<file path="src/rtl/pipelined_control_unit_if.sv">
// Decode-stage handshake: instruction key in, registered control bundle out.
// master = fetch/instruction-register side, slave = decode stage.
interface pipelined_control_unit_if #(
  parameter int OPCODE_W   = 3,
  parameter int ALU_CTRL_W = 3
);
  logic                  in_valid;
  logic                  in_ready;
  logic [1:0]            inst_type;
  logic [1:0]            dir_mode;
  logic [OPCODE_W-1:0]   opcode;
  logic                  out_valid;
  logic [1:0]            result_source;
  logic                  alu_source;
  logic                  mem_write;
  logic                  reg_write;
  logic                  jump;
  logic                  branch;
  logic                  is_rd;
  logic                  imm_src;
  logic [ALU_CTRL_W-1:0] alu_control;
  logic                  illegal;

  modport master (
    output in_valid, inst_type, dir_mode, opcode,
    input  in_ready, out_valid, result_source, alu_source,
    input  mem_write, reg_write, jump, branch, is_rd, imm_src,
    input  alu_control, illegal
  );

  modport slave (
    input  in_valid, inst_type, dir_mode, opcode,
    output in_ready, out_valid, result_source, alu_source,
    output mem_write, reg_write, jump, branch, is_rd, imm_src,
    output alu_control, illegal
  );
endinterface

</file>
<file path="src/rtl/pipelined_control_unit.sv">
// Registered decode stage with ID/EX bundle, mul/div occupancy and flush.
// CU_PERF_CNT_EN enables the saturating stall_cycles perf counter.
module pipelined_control_unit #(
  parameter int OPCODE_W      = 3,
  parameter int ALU_CTRL_W    = 3,
  parameter int MULDIV_CYCLES = 4
) (
  input  logic                    clk,
  input  logic                    rst,
  pipelined_control_unit_if.slave bus,
  input  logic                    stall,
  input  logic                    flush,
  output logic                    busy,
  output logic [15:0]             stall_cycles
);

  typedef struct packed {
    logic [1:0]            result_source;
    logic                  alu_source;
    logic                  mem_write;
    logic                  reg_write;
    logic                  jump;
    logic                  branch;
    logic                  is_rd;
    logic                  imm_src;
    logic [ALU_CTRL_W-1:0] alu_control;
  } ctrl_t;

  localparam int CNT_W =
    (MULDIV_CYCLES > 1) ? $clog2(MULDIV_CYCLES) : 1;
  localparam logic [CNT_W-1:0] CNT_LOAD =
    CNT_W'(MULDIV_CYCLES - 1);

  localparam logic [OPCODE_W-1:0] OP_0 = OPCODE_W'(0);
  localparam logic [OPCODE_W-1:0] OP_1 = OPCODE_W'(1);
  localparam logic [OPCODE_W-1:0] OP_2 = OPCODE_W'(2);
  localparam logic [OPCODE_W-1:0] OP_3 = OPCODE_W'(3);
  localparam logic [OPCODE_W-1:0] OP_4 = OPCODE_W'(4);

  localparam logic [ALU_CTRL_W-1:0] ALU_ADD = '0;
  localparam logic [ALU_CTRL_W-1:0] ALU_SLL = ALU_CTRL_W'(5);
  localparam logic [ALU_CTRL_W-1:0] ALU_SRL = ALU_CTRL_W'(6);

  logic [1:0]          dm;
  logic [1:0]          it;
  logic [OPCODE_W-1:0] op;

  assign dm = bus.dir_mode;
  assign it = bus.inst_type;
  assign op = bus.opcode;

  logic k_r;
  logic k_imm;
  logic k_sb;
  logic k_ld;
  logic k_jalr;
  logic k_br;
  logic k_lui;
  logic k_jal;
  logic k_mul;

  assign k_r    = dm == 2'b00 && it == 2'b00
               && op <= OP_4;
  assign k_imm  = dm == 2'b01 && it == 2'b00
               && op <= OP_2;
  assign k_sb   = dm == 2'b01 && it == 2'b01
               && op == OP_0;
  assign k_ld   = dm == 2'b01 && it == 2'b01
               && op >= OP_1 && op <= OP_3;
  assign k_jalr = dm == 2'b01 && it == 2'b10
               && op == OP_0;
  assign k_br   = dm == 2'b01 && it == 2'b10
               && op >= OP_1 && op <= OP_4;
  assign k_lui  = dm == 2'b10 && it == 2'b00
               && op == OP_0;
  assign k_jal  = dm == 2'b10 && it == 2'b10
               && op == OP_0;
  assign k_mul  = k_r && op >= OP_2;

  ctrl_t dec;
  logic  legal;

  // Key predicates above are mutually exclusive by construction.
  always_comb begin
    dec   = '0;
    legal = 1'b1;
    unique case (1'b1)
      k_r: begin
        dec.reg_write   = 1'b1;
        dec.is_rd       = 1'b1;
        dec.alu_control = ALU_CTRL_W'(op);
      end
      k_imm: begin
        dec.alu_source  = 1'b1;
        dec.reg_write   = 1'b1;
        dec.is_rd       = 1'b1;
        dec.alu_control = (op == OP_1) ? ALU_SLL
                        : (op == OP_2) ? ALU_SRL
                        : ALU_ADD;
      end
      k_sb: begin
        dec.alu_source = 1'b1;
        dec.mem_write  = 1'b1;
      end
      k_ld: begin
        dec.result_source = 2'b01;
        dec.alu_source    = 1'b1;
        dec.reg_write     = 1'b1;
        dec.is_rd         = 1'b1;
      end
      k_jalr: begin
        dec.result_source = 2'b10;
        dec.alu_source    = 1'b1;
        dec.reg_write     = 1'b1;
        dec.jump          = 1'b1;
        dec.is_rd         = 1'b1;
      end
      k_br: begin
        dec.branch = 1'b1;
      end
      k_lui: begin
        dec.alu_source  = 1'b1;
        dec.reg_write   = 1'b1;
        dec.is_rd       = 1'b1;
        dec.imm_src     = 1'b1;
        dec.alu_control = ALU_SLL;
      end
      k_jal: begin
        dec.alu_source  = 1'b1;
        dec.reg_write   = 1'b1;
        dec.jump        = 1'b1;
        dec.is_rd       = 1'b1;
        dec.imm_src     = 1'b1;
        dec.alu_control = ALU_ADD;
      end
      default: begin
        legal = 1'b0;
      end
    endcase
  end

  logic             out_valid_q;
  logic             illegal_q;
  ctrl_t            ctrl_q;
  logic [CNT_W-1:0] cnt_q;
  logic             take;

  assign busy         = cnt_q != '0;
  assign bus.in_ready = !busy && !stall;
  assign take         = bus.in_valid && legal;

  // Occupancy keeps counting through stall; flush aborts it.
  always_ff @(posedge clk or posedge rst) begin
    if (rst) begin
      out_valid_q <= 1'b0;
      illegal_q   <= 1'b0;
      ctrl_q      <= '0;
      cnt_q       <= '0;
    end else if (flush) begin
      out_valid_q <= 1'b0;
      illegal_q   <= 1'b0;
      ctrl_q      <= '0;
      cnt_q       <= '0;
    end else begin
      if (bus.in_ready) begin
        out_valid_q <= take;
        illegal_q   <= bus.in_valid && !legal;
        ctrl_q      <= take ? dec : '0;
      end
      if (bus.in_ready && bus.in_valid && k_mul)
        cnt_q <= CNT_LOAD;
      else if (busy)
        cnt_q <= cnt_q - CNT_W'(1);
    end
  end

  assign bus.out_valid     = out_valid_q;
  assign bus.illegal       = illegal_q;
  assign bus.result_source = ctrl_q.result_source;
  assign bus.alu_source    = ctrl_q.alu_source;
  assign bus.mem_write     = ctrl_q.mem_write;
  assign bus.reg_write     = ctrl_q.reg_write;
  assign bus.jump          = ctrl_q.jump;
  assign bus.branch        = ctrl_q.branch;
  assign bus.is_rd         = ctrl_q.is_rd;
  assign bus.imm_src       = ctrl_q.imm_src;
  assign bus.alu_control   = ctrl_q.alu_control;

`ifdef CU_PERF_CNT_EN
  logic [15:0] perf_q;

  always_ff @(posedge clk or posedge rst) begin
    if (rst)
      perf_q <= '0;
    else if (bus.in_valid && !bus.in_ready && !flush
             && perf_q != 16'hFFFF)
      perf_q <= perf_q + 16'd1;
  end

  assign stall_cycles = perf_q;
`else
  assign stall_cycles = '0;
`endif

endmodule
</file>
<file path="src/flat_wrapper.sv">
// flat-port wrapper written by rule: the top's interface ports become plain ports
module pipelined_control_unit_flat 
#(
  parameter int OPCODE_W      = 3,
  parameter int ALU_CTRL_W    = 3,
  parameter int MULDIV_CYCLES = 4
)
  (clk, rst, stall, flush, busy, stall_cycles, bus_in_valid, bus_inst_type, bus_dir_mode, bus_opcode, bus_in_ready, bus_out_valid, bus_result_source, bus_alu_source, bus_mem_write, bus_reg_write, bus_jump, bus_branch, bus_is_rd, bus_imm_src, bus_alu_control, bus_illegal);
  pipelined_control_unit_if #(.OPCODE_W(OPCODE_W), .ALU_CTRL_W(ALU_CTRL_W)) bus_i ();
  input  logic clk;
  input  logic rst;
  input  logic stall;
  input  logic flush;
  output logic busy;
  output logic [15:0] stall_cycles;
  input wire logic [$bits(bus_i.in_valid)-1:0] bus_in_valid;
  input wire logic [$bits(bus_i.inst_type)-1:0] bus_inst_type;
  input wire logic [$bits(bus_i.dir_mode)-1:0] bus_dir_mode;
  input wire logic [$bits(bus_i.opcode)-1:0] bus_opcode;
  output wire logic [$bits(bus_i.in_ready)-1:0] bus_in_ready;
  output wire logic [$bits(bus_i.out_valid)-1:0] bus_out_valid;
  output wire logic [$bits(bus_i.result_source)-1:0] bus_result_source;
  output wire logic [$bits(bus_i.alu_source)-1:0] bus_alu_source;
  output wire logic [$bits(bus_i.mem_write)-1:0] bus_mem_write;
  output wire logic [$bits(bus_i.reg_write)-1:0] bus_reg_write;
  output wire logic [$bits(bus_i.jump)-1:0] bus_jump;
  output wire logic [$bits(bus_i.branch)-1:0] bus_branch;
  output wire logic [$bits(bus_i.is_rd)-1:0] bus_is_rd;
  output wire logic [$bits(bus_i.imm_src)-1:0] bus_imm_src;
  output wire logic [$bits(bus_i.alu_control)-1:0] bus_alu_control;
  output wire logic [$bits(bus_i.illegal)-1:0] bus_illegal;
  assign bus_i.in_valid = bus_in_valid;
  assign bus_i.inst_type = bus_inst_type;
  assign bus_i.dir_mode = bus_dir_mode;
  assign bus_i.opcode = bus_opcode;
  assign bus_in_ready = bus_i.in_ready;
  assign bus_out_valid = bus_i.out_valid;
  assign bus_result_source = bus_i.result_source;
  assign bus_alu_source = bus_i.alu_source;
  assign bus_mem_write = bus_i.mem_write;
  assign bus_reg_write = bus_i.reg_write;
  assign bus_jump = bus_i.jump;
  assign bus_branch = bus_i.branch;
  assign bus_is_rd = bus_i.is_rd;
  assign bus_imm_src = bus_i.imm_src;
  assign bus_alu_control = bus_i.alu_control;
  assign bus_illegal = bus_i.illegal;
  pipelined_control_unit #(.OPCODE_W(OPCODE_W), .ALU_CTRL_W(ALU_CTRL_W), .MULDIV_CYCLES(MULDIV_CYCLES)) u_core (.clk(clk), .rst(rst), .bus(bus_i), .stall(stall), .flush(flush), .busy(busy), .stall_cycles(stall_cycles));
endmodule
</file>
<file path="config.mk">
export PLATFORM = sky130hd
export DESIGN_NAME = pipelined_control_unit_flat
export DESIGN_NICKNAME = d
export VERILOG_FILES = /design/src/rtl/pipelined_control_unit_if.sv /design/src/rtl/pipelined_control_unit.sv /design/src/flat_wrapper.sv
export SDC_FILE = /design/constraint.sdc
export NUM_CORES = 1
export LEC_CHECK = 0
export CAP_MARGIN = 20
export CELL_PAD_IN_SITES_DETAIL_PLACEMENT = 1
export CELL_PAD_IN_SITES_GLOBAL_PLACEMENT = 1
export CORE_MARGIN = 4
export CORE_UTILIZATION = 36
export CTS_CLUSTER_DIAMETER = 100
export CTS_CLUSTER_SIZE = 12
export DETAILED_ROUTE_END_ITERATION = 7
export DONT_BUFFER_PORTS = 1
export PLACE_DENSITY = 0.74
export SYNTH_ARGS = -nofsm -noshare
export SYNTH_HDL_FRONTEND = slang
export SYNTH_SLANG_ARGS = --single-unit
</file>
<file path="constraint.sdc">
create_clock -name clk -period 1.6 [get_ports clk]
set_clock_uncertainty 0.15 [all_clocks]
set_input_delay 0.32 -clock clk [delete_from_list [all_inputs] [get_ports clk]]
set_output_delay 0.32 -clock clk [all_outputs]
set_load 0.01 [all_outputs]
</file>
Yosys cells after proc, flatten, opt, wreduce, memory -nomap -nowiden --
Cells that the tools add are included.
Storage, ports and cells: flip-flop bits (word level) 16, output and inout port bits 32, logic and storage cells 81
Operators by class: magnitude comparators 5, multiplexer cells 21, reduce and logical (&&, ||, !) cells 36, add/subtract/negate cells 1, eq/ne operators 6
Operator list (count):
- two-way mux 12 bit | 3
- logical AND 1 bit | 22
- OR reduction 6 bit | 2
- two-way mux 1 bit | 11
- one-hot mux 3 bit (3 select lines) | 1
- OR reduction 8 bit | 1
- less-or-equal comparator 3 x 2 -> 1 bit (second input constant) | 2
- two-way mux 2 bit | 3
- two-way mux 3 bit | 2
- == test 2 x 1 -> 1 bit (second input constant) | 2
- == test 2 bit (second input constant) | 2
- zero test 2 bit | 2
- one-hot mux 2 bit (2 select lines) | 1
- nonzero test 2 bit | 2
- OR reduction 2 bit | 2
- == test 3 x 1 -> 1 bit (second input constant) | 1
- == test 3 x 2 -> 1 bit (second input constant) | 1
- greater-or-equal comparator 3 x 1 -> 1 bit (second input constant) | 1
- greater-or-equal comparator 3 x 2 -> 1 bit (second input constant) | 1
- less-or-equal comparator 3 bit (second input constant) | 1
- zero test 1 bit | 3
- zero test 3 bit | 1
- nonzero test 3 bit | 1
- subtractor 2 x 1 -> 2 bit (second input constant) | 1

Depth between registers and ports, before layout --
depth in word-level cells 10, gate-level depth with buffers 7, depth with buffers taken out 6

Least setup slack after synthesis --
OpenSTA, ideal clock, no wires.
path kind register to register, from register u_core.cnt_q[0], to register u_core.ctrl_q, in the netlist u_core.bus.branch, path slack -0.149 ns, clock period less this slack 1.749 ns, data required time 1.329 ns, arrival time 1.478 ns, stages on the path, launching flop included 7, cell sequence dfrtp_1 > inv_1 > ha_1 > nor2b_1 > nor2_1 > clkbuf_1 > a22o_1
Between the ends: cells in the longest elaborated chain, start to end 4
RTL lines:
- start, declared | RTL line pipelined_control_unit.sv:145 | logic [CNT_W-1:0] cnt_q;
- start signal, assigned | RTL line pipelined_control_unit.sv:173 | cnt_q <= cnt_q - CNT_W'(1);
- nonzero test 2 bit | RTL line pipelined_control_unit.sv:148 | assign busy = cnt_q != '0;
- zero test 1 bit | RTL line pipelined_control_unit.sv:149 | assign bus.in_ready = !busy && !stall;
- logical AND 1 bit | RTL line pipelined_control_unit.sv:149
- via bus_in_ready | RTL line flat_wrapper.sv:20 | output wire logic [$bits(bus_i.in_ready)-1:0] bus_in_ready;
- nonzero test 2 bit (no source line)
- end signal, assigned | RTL line pipelined_control_unit.sv:168 | ctrl_q <= take ? dec : '0;
- end, declared | RTL line pipelined_control_unit.sv:144 | ctrl_t ctrl_q;
The timed path passes the listed nets, and every way through them passes these cells. A chain may end at the register's enable or synchronous reset.

Worst setup path in the final report --
from register u_core.cnt_q[1], to register u_core.cnt_q[1]
Between the ends: cells in the longest elaborated chain, start to end 7, elaborated cells between the ends (all ways) 10
RTL lines:
- parallel branches: the longest is 7 deep, another holds subtractor 2 x 1 -> 2 bit
Several ways; the timed one is not identified. The select of a mux whose other input is x is not followed.

==> impl_metrics.json <==
{
  "status": "complete, but fails checks",
  "violations": "negative setup slack",
  "crit_fanout": 4,
  "vias_per_cell": 5.551,
  "synthFlopType": "dfrtp_1",
  "ant_nets": 0,
  "worstMarginPinSlew_ns": 0.5531,
  "grt_usage_pct": 14.94,
  "syn_inst": 119,
  "ff2ff_path_depth": 6,
  "fmax_ghz": 0.5837,
  "via_count": 927,
  "grt_max_degree": 16,
  "antenna_found_initial": 0,
  "yosysUniqueCellTypes": 42,
  "arrival_ns": 1.72,
  "synthTopCellsByCount": "17 x buf_4, 15 x dfrtp_1, 9 x nand2_1",
  "endpoint_kind": "flip-flop",
  "critPathSlowestCell": "a2111o_1",
  "critPathTopFamily": "compound AO/OA/AOI/OAI gates",
  "wl_um": 3004,
  "layout_setup_ws_ns": -0.1132,
  "root_buffer": "clkbuf_4",
  "synth_area_per_cell_um2": 8.927,
  "cts_max_path_buffers": 2,
  "clock_latency_ns": 0.28,
  "place_congestion": 0.7548,
  "synth_top_area_share_pct": 35.34,
  "maxCapViolations": 0,
  "grt_pass1_wl_um": 4664,
  "areaGrowthSynthToFinish_pct": 23.56,
  "final_nets": 150,
  "synth_edf_count": 0,
  "critPathBufInv": 1,
  "crit_chain": "inv_2 > ha_4 > nand3b_1 > a2111o_1 > a21boi_1 > a311oi_1",
  "drive_gt1_share_pct": 30.88,
  "critPathRequiredTime_ns": 1.61,
  "cellLeakagePower_nw": 0.5802,
  "ioPinCount": 44,
  "hold_end": "u_core.bus.jump",
  "first_global_vias": 933,
  "synth-seq-area-share_pct": 35.34,
  "reg2reg_slack_ns": -0.11,
  "die_h_um": 62.32,
  "synthArstFlopShare_pct": 100.0,
  "numCtsBuffers": 3,
  "dp_hpwl_um": 2121,
  "max_stage_delay_ns": 0.45,
  "holdPathStages": 2,
  "die_w_um": 62.32,
  "dr.first_iter.drc_count": 54,
  "finalCritPeriodShare_pct": 107.1,
  "core-area_um2": 2781,
  "ys_top_cells_by_area": "dfrtp_1 35%, buf_4 12%, a22o_1 4.1%",
  "antennaDiodeCount": 0,
  "ir_worst_vdd_uv": 520.7,
  "postLayoutCoreUtil_pct": 47.19,
  "power_density_nw_per_um2": 931.5,
  "r2r_start": "u_core.cnt_q[1]",
  "startpoint_type": "flip-flop",
  "firstDrtPassIters": 4,
  "grt.overflow.total": 0,
  "port_buffers": 0,
  "clk_pin_slew_worst_paths_ns": 0.09,
  "synth_most_common_cell": "buf_4",
  "initial_core_util_pct": 38.19,
  "drcViolationCount": 0,
  "hold_viol": 0,
  "hold_path.class": "primary input to flip-flop",
  "cts.sink_count": 15,
  "dieArea_um2": 3884,
  "netlist.top_cell.by_area": "dfrtp_1",
  "nFillCells": 325,
  "ys_ff_latch": 15,
  "dp_slack_ns": -0.2596,
  "num_rows": 19,
  "worst_r2r_endpoint": "u_core.cnt_q[1]",
  "htree_levels": 1,
  "setup_viol": 7,
  "yosys_warnings": 0,
  "synth.cell_area_um2": 1062,
  "min_from": "bus_inst_type[1]",
  "max_slew_margin_pct": 63.08,
  "final_max_slew_viol_count": 0,
  "wire_per_inst_um": 17.99,
  "finalCriticalPeriod_ns": 1.713,
  "largest_reg_flops": 3,
  "cts_tree": "built",
  "rsz0062_at_grt": "yes",
  "path_class": "flip-flop to flip-flop"
}
==> worst max path at each step <==
stage / end / depth (start not counted) / startpoint / slack (ns)
6_report: u_core.cnt_q[1] / 6 / u_core.cnt_q[1] / -0.11
5_1_grt: u_core.bus.branch / 7 / u_core.cnt_q[1] / -0.16
4_1_cts: u_core.cnt_q[1] / 6 / u_core.cnt_q[0] / -0.04
3_5_place_dp: u_core.bus.out_valid / 6 / u_core.cnt_q[0] / -0.26
3_3_place_gp: u_core.bus.result_source[0] / 5 / u_core.cnt_q[0] / -0.12
2_1_floorplan: u_core.cnt_q[1] / 6 / u_core.cnt_q[0] / 0.02
==> kinds of logic after synthesis <==
group / after synthesis / synth area share, %
and+or+nand+nor: 37 / 21.09
AOI/OAI and AO/OA: 33 / 22.73
DFF: 15 / 35.34
xor gates and xnor gates: 1 / 0.8247
buffers and inverters: 30 / 17.55
other: 1 / 0.3530
muxes: 1 / 0.9423
adders and majority gates: 1 / 1.178
==> area by class of cell <==
cell class	count	area, um^2	share of cell area [%]
repair buffers	22	201.4	15.35
well taps	31	38.79	2.955
clock buffers	4	26.28	2.002
flip-flops and latches	15	375.4	28.60
inverters	6	22.52	1.716
multi-input cells	89	648.1	49.38
==> placed cells by master (no fill, tap or decap), types with 2 or more instances in the layout <==
cell type,n
conb_1,16
dfrtp_1,15
buf_4,14
nand2_1,8
nor2_1,5
a22o_1,5
buf_6,5
a21oi_1,4
inv_1,3
nand2b_1,3
inv_2,3
clkbuf_4,3
nor2_4,2
nor3b_1,2
o21ai_2,2
o21ai_0,2
nor3_1,2
nor3_2,2
o21ai_1,2
and3b_1,2
a32o_1,2
dlygate4sd3_1,2
==> power breakdown <==
group	internal, W	switching, W	total, W
Sequential	0.000405	0.0000243	0.000429
Combinational	0.000321	0.000261	0.000581
Clock	0.0000966	0.000115	0.000212
==> routing by layer <==
layer / track usage [%] / wire [um] / up-vias
met2: 23.70 / 1492 / 35
met5: 0 / 0 / -
met1: 17.65 / 1191 / 452
met4: 9.284 / 115 / 0
met3: 4.144 / 205 / 8
li1: - / - / 432
==> what timing repair did <==
action                                  CTS  global route
pin swaps                                 5            14
buffers inserted                          4             8
resized for setup                         6            19
hold buffers                              2             0
endpoints found under the setup margin   15            17
hold endpoints to repair                 17             0
==> per-stage QoR <==
stage / setup TNS [ns] / total power (W) / cell area, um^2 / hold slack (ns) / std cells
2_1_floorplan: 0 / 0.0007148 / 1145 / 0.07148 / 134
3_3_place_gp: -1.368 / 0.0007775 / 1087 / 0.1340 / 150
3_5_place_dp: -2.829 / 0.0008080 / 1087 / 0.1426 / 150
4_1_cts: -0.06001 / 0.001102 / 1186 / 0.05977 / 160
5_1_grt: -1.093 / 0.001311 / 1313 / 0.02084 / 167
6_report: -0.4090 / 0.001223 / 1313 / 0.02399 / 167
==> worst register-to-register path: stages (launching register included) <==
cell and delay (ns):
dfrtp_1 0.41, inv_2 0.11, ha_4 0.15, nand3b_1 0.11, a2111o_1 0.45, a21boi_1 0.16
a311oi_1 0.06
No activity file was read; power rests on OpenSTA's default activity.
==> RTL change: new RTL, same settings <==
`MULDIV_CYCLES` is set to 4 in 2 places; all go to 2.
--- a/src/rtl/pipelined_control_unit.sv
+++ b/src/rtl/pipelined_control_unit.sv
@@ -4,5 +4,5 @@
   parameter int OPCODE_W      = 3,
   parameter int ALU_CTRL_W    = 3,
-  parameter int MULDIV_CYCLES = 4
+  parameter int MULDIV_CYCLES = 2
 ) (
   input  logic                    clk,
--- a/src/flat_wrapper.sv
+++ b/src/flat_wrapper.sv
@@ -4,5 +4,5 @@
   parameter int OPCODE_W      = 3,
   parameter int ALU_CTRL_W    = 3,
-  parameter int MULDIV_CYCLES = 4
+  parameter int MULDIV_CYCLES = 2
 )
   (clk, rst, stall, flush, busy, stall_cycles, bus_in_valid, bus_inst_type, bus_dir_mode, bus_opcode, bus_in_ready, bus_out_valid, bus_result_source, bus_alu_source, bus_mem_write, bus_reg_write, bus_jump, bus_branch, bus_is_rd, bus_imm_src, bus_alu_control, bus_illegal);
Check against the original RTL: not equivalent (Yosys sat finds a counterexample within 4 cycles, from zero or initial values and one cycle with rst high).
==> RTL change against the original RTL <==
Sequential cell count fell by 1; cell area fell by 22%; area after synthesis fell by 8.4%; wire length fell by 18%; count of clock-buffer cells in the layout did not move; worst setup slack improved by 0.21 ns; fmax rose by 14%; die area fell by 7.3%; critical path type unchanged.
Power is not compared: it rests on default switching activity, and its combinational part moved more than twofold at a synthesized area within 25%.
==> RTL change: results (changes against the original RTL) <==
| Metric | Value |
|---|---|
| Detailed placement HPWL | 1897 µm (-11%) |
| Setup bufs post-CTS | 0 (-4) |
| Overall Power | 0.7336 mW |
| Drt first pass iters | 5 (+1) |
| Worst Tran Pin Value | 0.5269 ns (-0.02628 ns) |
| Cell leakage power | 0.4713 nW |
| Global-route usage over all layers | 0.1429 (-0.006462) |
| Total cell area at the placement stage | 929.6 µm² (-14%) |
| Met2 routed WL | 1236 µm (-17%) |
| Via count of the first global-routing pass | 846 (-9.3%) |
| Worst-case setup slack after placement | 0.01710 ns (+0.2767 ns) |
| Detail Route met3 WL | 206 µm (+0.49%) |
| Leading cell types by total area after synthesis | dfrtp_1 36%, buf_4 15%, nand2_1 5.8% |
| Commonest cells in the synthesized netlist | 19 x buf_4, 15 x nand2_1, 14 x dfrtp_1 |
| Met3 demand-to-capacity share in global routing | 0.03024 (-0.01120) |
| Combinational Power | 0.109 mW |
| Largest fanout on the critical path | 5 (+1) |
| Hold depth | 1 (-1) |
| Sequential-to-total area share from yosys stat | 0.3599 (+0.006540) |
| Final worst-path setup slack | 0.09413 ns (+0.2073 ns) |
| R2R Path Start | u_core.busy$_DFF_PP0_ |
| Run status | completed |
| Cell family with the largest share of critical-path delay | simple AND/OR/NAND/NOR gates |
| Clock network power consumption | 0.263 mW |
| Initial DRC Count | 17 (-69%) |
| Fraction of met2 tracks used by global routing | 0.2454 (+0.008324) |
| Total routed wirelength | 2470 µm (-18%) |
| Crit path capture | u_core.bus.alu_control[1]$_DFFE_PP0P_ |
| Pin count of the biggest net entering global routing | 15 (-1) |
| Post-CTS Hold Fix Bufs | 5 (+3) |
| Clock root buffer master | clkbuf_4 |
| Count of instances resized after the clock tree is built | 1 (-5) |
| Slowest Stage Delay on Critical Path | 0.42 ns (-0.03 ns) |
| Gp weighted congestion | 0.7457 (-1.2%) |
| Cell count after placement | 136 (-9.3%) |
| Tightest hold margin | 0.02616 ns (+0.002174 ns) |
| Most instantiated flip-flop cell in the synthesis netlist | dfrtp_1 |
| Average footprint of a synthesized cell | 8.849 µm² (-0.87%) |
| Final nets | 128 (-15%) |
| Sum of routed wire segments on met1 | 967 µm (-19%) |
| Worst path arrival time | 1.54 ns (-0.18 ns) |
| Number of filler cells placed in the layout | 304 (-6.5%) |
| Worst Reg-to-Reg Cells | 3 (-3) |
| Layout cell share with drive strength beyond 1 | 0.1565 (-0.1523) |
| Met1 track utilization from global routing | 0.1573 (-0.01926) |
| Final Util | 0.4067 (-0.06514) |
| Worst min-delay path endpoint | u_core.bus.is_rd$_DFFE_PP0P_ |
| Unique masters post-synth | 39 (-7.1%) |
| Count of port buffers added during placement | 0 (unchanged) |
| Startpoint of the worst hold path | bus_dir_mode[1] |
| Per-cell routed wire length | 17.03 µm (-5.3%) |
| First-pass GRT wire length | 3795 µm (-19%) |
| Crit path max-delay cell type | dfrtp_1 |
-- RTL change: changes by cell type after synthesis, sizes merged, moves of 3 or more --
cell | before | now
clkbuf | 4 | 1
nor2b | 1 | 4
nand2b | 3 | 0
nor3 | 4 | 1
a21boi | 3 | 0
inv | 6 | 3
nand2 | 9 | 15
a22o | 5 | 2
o21ai | 6 | 12
-- RTL change: kinds of logic (layout without fill, tap and decap cells) --
| logic type | after synthesis | after routing | share of synthesized area |
|---|---|---|---|
| simple gates | 35 | 35 | 0.1979 |
| compound gates | 30 | 30 | 0.2134 |
| other cells | 1 | 16 | 0.003852 |
| flops | 14 | 14 | 0.3599 |
| mux | 3 | 3 | 0.03213 |
| buf+inv | 26 | 16 | 0.1838 |
| xor+xnor | 1 | 1 | 0.008999 |
-- RTL change: final cells by class --
type                            instances  share of cell area
Inverter                                3             0.01098
Sequential cell                        14              0.3415
Tap cell                               30             0.03659
Timing Repair Buffer                    9             0.07805
Multi-Input combinational cell         85              0.4976
Clock buffer                            4             0.03537
